$ cat config.mk
export PLATFORM = sky130hd
export DESIGN_NAME = std_div_seq
export DESIGN_NICKNAME = d
export VERILOG_FILES = /design/src/rtl/std_div_seq.sv
export SDC_FILE = /design/constraint.sdc
export NUM_CORES = 1
export LEC_CHECK = 0
export ABC_CLOCK_PERIOD_IN_PS = 4000
export BUFFER_PORTS_ARGS = -buffer_cell sky130_fd_sc_hd__buf_2
export CAP_MARGIN = 0
export CORE_MARGIN = 2
export CORE_UTILIZATION = 40
export DETAILED_ROUTE_END_ITERATION = 10
export GPL_TIMING_DRIVEN = 0
export HOLD_SLACK_MARGIN = 0.03
export PLACE_DENSITY_LB_ADDON = 0.15
export SETUP_SLACK_MARGIN = 0.05
export SYNTH_ARGS = -nofsm -noshare
export SYNTH_HDL_FRONTEND = slang
export SYNTH_SLANG_ARGS = --single-unit
export TNS_END_PERCENT = 30
$ cat constraint.sdc
create_clock -name clk -period 4 [get_ports clk]
set_clock_uncertainty 0.05 [all_clocks]
set_input_delay 0.2 -clock clk [delete_from_list [all_inputs] [get_ports clk]]
set_output_delay 0.2 -clock clk [all_outputs]
set_load 0.03 [all_outputs]
$ cat src/rtl/std_div_seq.sv
// Unsigned restoring divider that produces one quotient bit per cycle, with width+1 cycles from start to result.
// A start is accepted only in IDLE or DONE; starts seen while BUSY are dropped. `STD_DIV_SEQ_ZERO_CHK_EN` enables the zero-divisor early exit.
module std_div_seq #(
    parameter int width = 32
) (
    input  logic             clk,
    input  logic             reset,
    input  logic [width-1:0] left,
    input  logic             left_read_in,
    input  logic [width-1:0] right,
    input  logic             right_read_in,
    input  logic             valid,
    output logic             ready,
    output logic [width-1:0] out,
    output logic [width-1:0] out_remainder,
    output logic             out_read_out,
    output logic             div_zero
);

    localparam int CW = $clog2(width + 1);

    typedef enum logic [1:0] {
        S_IDLE,
        S_BUSY,
        S_DONE
    } state_t;

    state_t           state_q, state_d;
    logic [width-1:0] dvd_q, dvd_d;
    logic [width-1:0] dsr_q, dsr_d;
    logic [width-1:0] rem_q, rem_d;
    logic [CW-1:0]    cnt_q, cnt_d;
    logic [width-1:0] quo_q, quo_d;
    logic [width-1:0] rmo_q, rmo_d;
    logic             rdy_q, rdy_d;
`ifdef STD_DIV_SEQ_ZERO_CHK_EN
    logic             dz_q, dz_d;
`endif

    logic             start;
    logic [width:0]   shifted;
    logic [width:0]   trial;
    logic             borrow;
    logic [width-1:0] step_rem;
    logic [width-1:0] step_quo;

    assign start = valid & left_read_in & right_read_in;

    // rem_q stays below 2^(steps taken), so its MSB is always zero when shifted.
    assign shifted  = {rem_q, dvd_q[width-1]};
    assign trial    = shifted - {1'b0, dsr_q};
    assign borrow   = trial[width];
    assign step_rem = borrow ? shifted[width-1:0] : trial[width-1:0];
    assign step_quo = {dvd_q[width-2:0], ~borrow};

    always_comb begin
        state_d = state_q;
        dvd_d   = dvd_q;
        dsr_d   = dsr_q;
        rem_d   = rem_q;
        cnt_d   = cnt_q;
        quo_d   = quo_q;
        rmo_d   = rmo_q;
        rdy_d   = 1'b0;
`ifdef STD_DIV_SEQ_ZERO_CHK_EN
        dz_d    = dz_q;
`endif
        case (state_q)
            S_IDLE, S_DONE: begin
                state_d = S_IDLE;
                if (start) begin
                    dvd_d   = left;
                    dsr_d   = right;
                    rem_d   = '0;
                    cnt_d   = CW'(width);
                    state_d = S_BUSY;
`ifdef STD_DIV_SEQ_ZERO_CHK_EN
                    if (right == '0) begin
                        state_d = S_DONE;
                        rdy_d   = 1'b1;
                        quo_d   = '1;
                        rmo_d   = left;
                        dz_d    = 1'b1;
                    end
`endif
                end
            end
            S_BUSY: begin
                dvd_d = step_quo;
                rem_d = step_rem;
                cnt_d = cnt_q - 1'b1;
                if (cnt_q == CW'(1)) begin
                    state_d = S_DONE;
                    rdy_d   = 1'b1;
                    quo_d   = step_quo;
                    rmo_d   = step_rem;
`ifdef STD_DIV_SEQ_ZERO_CHK_EN
                    dz_d    = 1'b0;
`endif
                end
            end
            default: state_d = S_IDLE;
        endcase
    end

    always_ff @(posedge clk) begin
        if (reset) begin
            state_q <= S_IDLE;
            dvd_q   <= '0;
            dsr_q   <= '0;
            rem_q   <= '0;
            cnt_q   <= '0;
            quo_q   <= '0;
            rmo_q   <= '0;
            rdy_q   <= 1'b0;
`ifdef STD_DIV_SEQ_ZERO_CHK_EN
            dz_q    <= 1'b0;
`endif
        end else begin
            state_q <= state_d;
            dvd_q   <= dvd_d;
            dsr_q   <= dsr_d;
            rem_q   <= rem_d;
            cnt_q   <= cnt_d;
            quo_q   <= quo_d;
            rmo_q   <= rmo_d;
            rdy_q   <= rdy_d;
`ifdef STD_DIV_SEQ_ZERO_CHK_EN
            dz_q    <= dz_d;
`endif
        end
    end

    assign ready         = rdy_q;
    assign out_read_out  = rdy_q;
    assign out           = quo_q;
    assign out_remainder = rmo_q;
`ifdef STD_DIV_SEQ_ZERO_CHK_EN
    assign div_zero      = dz_q;
`else
    assign div_zero      = 1'b0;
`endif

endmodule

Yosys cells after proc, flatten, opt, wreduce, memory -nomap -nowiden. Index checks and enable logic that the tools add are counted.

Bits in registers: 169. Bits of input ports: 69. Word-level logic and storage cells: 37.

Add/sub/neg operators: 2. Equal/unequal tests: 5. Multiplexer cells: 11. Bitwise operators: 4. Reduce and logical (&&, ||, !) cells: 7.

Operators by type and width (number): 32-bit case mux with 2 select lines (2); 32-bit two-way mux (3); 33-bit by 32-bit subtractor with 33-bit output (1); 6-bit case mux with 2 select lines (1); 6-bit by 1-bit equality test with 1-bit output (second input constant) (1); 6-bit two-way mux (1); 2-bit AND reduction (3); 6-bit by 1-bit subtractor with 6-bit output (second input constant) (1); 2-bit != test (second input constant) (2); 2-bit case mux with 2 select lines (1); 2-bit OR reduction (2); 1-bit AND (2); 2-bit by 1-bit equality test with 1-bit output (second input constant) (1); 2-bit equality test (second input constant) (1); 2-bit zero test (1); 1-bit two-way mux (2); 2-bit two-way mux (1); 1-bit inverter (2); 2-bit nonzero test (1).

Depth between registers and ports, before layout.
Word-level depth: 4. Gate-level depth with buffers: 12.

Worst setup path after synthesis. Ideal clock, no wire load.

Kind: register to register. From: register dvd_q[31]. To: register rmo_q[31], in the netlist out_remainder[31]. Arrival time: 2658 ps. Required time: 3871 ps. Setup slack: 1212 ps. Cell stages (with the launch flop): 13. Path buffers: 1. Period minus slack after synthesis: 2788 ps. Path through: dfxtp_1 > inv_1 > ha_1 > fa_1 > nand2b_1 > a21oi_1 > o2111ai_1 > a21oi_1 > nor3_2 > nand4b_4 > buf_12 > mux2i_2 > a211oi_2.

Longest elaborated chain between the ends: 2.

RTL lines: start: declaration (RTL line 29) `logic [width-1:0] dvd_q, dvd_d;`; start signal: assignment (RTL line 121) `dvd_q <= dvd_d;`; 33-bit by 32-bit subtractor with 33-bit output (RTL line 51) `assign trial = shifted - {1'b0, dsr_q};`; 32-bit two-way mux (RTL line 53) `assign step_rem = borrow ? shifted[width-1:0] : trial[width-1:0];`; end signal: assignment (RTL line 126) `rmo_q <= rmo_d;`; end: declaration (RTL line 34) `logic [width-1:0] rmo_q, rmo_d;`.

No other way between the ends. A chain may end at the register's enable or synchronous reset.

Final worst setup path.
From: register dvd_q[31]. To: register rem_q[28].

Longest elaborated chain between the ends: 3.

RTL lines: 33-bit by 32-bit subtractor with 33-bit output (RTL line 51); 32-bit two-way mux (RTL line 53); 32-bit case mux with 2 select lines (RTL line 68) `case (state_q)`; end signal: assignment (RTL line 123) `rem_q <= rem_d;`; end: declaration (RTL line 31) `logic [width-1:0] rem_q, rem_d;`.

No other way between the ends.

==> run metrics <==
Synth Area per Inst 8.07 µm²; final worst setup slack 0.604 ns; largest family of logic cells by synthesized area compound AO/OA/AOI/OAI gates; layout filler cell count 2079; setup TNS 0 ns; synthesized netlist cell count 1051; Antenna Cells 0; Final Non-Filler Cells 1555; initial antenna violation count 0; Clock power frac 25.2%; pwr/cell area around 610 mW/mm²; Final Util 51.2%; Top cell by count, worst path a21oi_1; worst skew pair latency 0.44 ns; Crit. End Element flop; global-route wire length before repair approximately 39000 µm; RSZ-0062 raised after global routing no; clk buf depth 2; HP Class input pin to flop; Critical-path top delay cell fa_1; Die Ht 150 µm; First-pass DRT Iterations 5; P&R area growth vs syn 26.2%; multi-input logic area 0.00459 mm²; status complete, no violations; WHS 0.277 ns; Total Power 6.47 mW; CTS Root Cell clkbuf_16; Adder-Cell Fraction of Synth Area 5.25%; Seq/Total Area, Yosys about two fifths; placed instance count 1459; fraction of layout cells with a size suffix above 1 15.7%; drc violations 0; Worst IR Drop VDD ~380 µV; final slew viol count 0; Mapped Nets 1155; Setup Viol. Count Final 0; Hold Violations, Final 0; Worst path top cell family by delay compound AO/OA/AOI/OAI gates; Placed Area 0.00949 mm²; Sequential cell area 0.00338 mm²; Logic pwr share 46.9%; CTS resizes 0; Crit path arrival time 3.65 ns; drt first-iter violations between 400 and 500; Worst Setup Start Kind flop; grt total ovfl 0; mux contribution to synthesized area 4.25%; fmax between 200 and 300 MHz; Port Buf Inserts 133; GPL Wtd Cong 0.851; final WL 23900 µm; Worst EP required roughly 4.3 ns; Die W around 150 µm; die area 0.0224 mm²; asr flop ratio synth 0%; crit-path cells inv_1 > ha_1 > fa_1 > nand2b_1 > a21oi_1 > o2111ai_1 > a21oi_1 > nor3_2 > nand4b_4 > buf_12 > mux2i_1 > o21ai_0; Pint 3.92 mW; Max Cap Viol 0; area share of the largest cell type after synthesis 39.9%; Netlist cell types 69; DP Worst Slack 0.590 ns; NetSw around 2.6 mW; Yosys top cell by area dfxtp_1; Area contributors post-synth dfxtp_1, nand2_1, a21oi_1; transition time at the pin with the least slew margin 0.730 ns; ys flop type dfxtp_1; Reg power frac 27.8%; Post-Synth Simple-Gate Area between 10% and 20%; Buf/Inv on CP 2; fin crit share between 80 and 90%; All-Layer GR Usage 22.0%; Final #Nets around 1400; switching share of power 39.5%; XOR/XNOR Fraction of Synth Area between 2 and 2.5%; Synth Register Bits 169; core area 0.0209 mm²; Initial Util 40.6%; Post-CTS Setup Inserts 0; H-tree Lvls 4; post-route cell area 0.0107 mm²; CTS tree yes; largest net degree at the start of global routing 19; CTS Buf Count 17; synth warn 0; Detailed Place HPWL 17500 µm; max incr delay on CP about 0.4 ns; site row count 53; DR WL/cell 15.3 µm; IO Pins 136; max_slew headroom 51.0%; clock-pin slew on the worst setup and hold paths 0.07 ns; clock sinks 169; minimum clock period 3.40 ns; CP max FO 10; vias in the first global route about 7800; synthesized cell area 0.00848 mm²; via count 8029; Post-synth EDFFs 0; leak pwr 4.25 nW; DR vias/cell 5.16; CP Class flop to flop; Routed Antenna Nets 0; post-synthesis compound-gate area fraction 23.2%
-- power groups by stage --
stage                     Combinational (mW)  Clock [mW]  Sequential [mW]
after floorplan                         2.34           0             1.83
after global placement                  2.97           0             1.84
after detailed placement                2.98           0             1.84
after CTS                               3.03        1.66             1.80
after global routing                    3.31        1.73             1.81
final                                   3.04        1.63             1.80
-- repair_timing --
item / CTS / global route
setup endpoints to repair: 0 / 0
hold buffers: 64 / 0
hold endpoints to repair: 64 / 0
-- synth_stat cells, types with 3 or more instances --
master and instances:
dfxtp_1 169, and2_1 5, nor4_1 4, ha_1 34
a311oi_1 5, a22oi_1 32, nand4_1 6, and4_1 3
nand3_1 12, o211ai_1 10, mux2i_1 28, a21oi_1 129
a211oi_2 9, a21o_1 13, o21a_1 3, nand3b_1 3
a211oi_1 26, nor2_1 65, xnor2_1 14, a31oi_1 6
nor3b_1 4, xor2_1 8, nor3_1 12, o21ai_0 31
nand2b_1 10, o21ai_1 12, inv_1 44, and3_1 5
nor2b_1 5, mux2i_2 5, o21bai_1 3, nand2_1 226
buf_2 5, a211o_1 5, buf_1 6, clkbuf_1 52
or3_1 3
-- sequential cells by signal, indices dropped and copies added (netlist names) --
register / count
out: 32
dsr_q: 32
rem_q: 32
out_read_out: 1
out_remainder: 32
cnt_q: 6
dvd_q: 32
state_q: 2
-- logic make-up after synthesis --
logic type               after synthesis
AO/OA/AOI/OAI                        304
other                                  1
XOR/XNOR                              22
adder cells (fa/ha/maj)               35
AND/OR/NAND/NOR                      372
flip-flops                           169
buffers and inverters                114
multiplexers                          34
-- worst min-delay path: cells and delay by family --
family          cells  cell delay [ns]
compound gates      1             0.13
buf+inv             1             0.19
simple gates        1             0.21
-- layer usage --
metal  wire [µm]  track usage [%]
met1       11200             28.7
met2       11200             36.5
met3        1170             5.30
met4         339             5.71
met5           0                0
-- worst paths after layout --
kind | start | depth (start not counted) | slack, ns | endpoint
worst min-delay path | reset | 3 | 0.28 | out_remainder[0]
worst max register to register | dvd_q[31] | 12 | 0.60 | rem_q[28]
worst min register to register | out[24] | 2 | 0.40 | out[24]
worst max-delay path | dvd_q[31] | 12 | 0.60 | rem_q[28]
-- final cells by class --
type	count	share of cell area (%)
Multi-Input combinational cell	768	42.9
Buffer	70	3.13
Tap cell	275	3.22
Sequential cell	169	31.6
Inverter	44	1.54
Clock inverter	15	1.38
Clock buffer	17	3.98
Timing Repair Buffer	197	12.2
-- layout by cell type, fill, tap and decap left out, types with 17 or more instances in the layout --
cell           synthesis  layout
nor2_1                65      65
clkbuf_16              0      17
dfxtp_1              169     169
dlygate4sd3_1          0      64
a22oi_1               32      32
a21oi_1              129     129
inv_1                 44      44
a211oi_1              26      26
ha_1                  34      34
clkbuf_1              52      52
nand2_1              226     226
mux2i_1               28      28
o21ai_0               31      31
buf_2                  5     138
No activity file was read; power rests on OpenSTA's default activity.
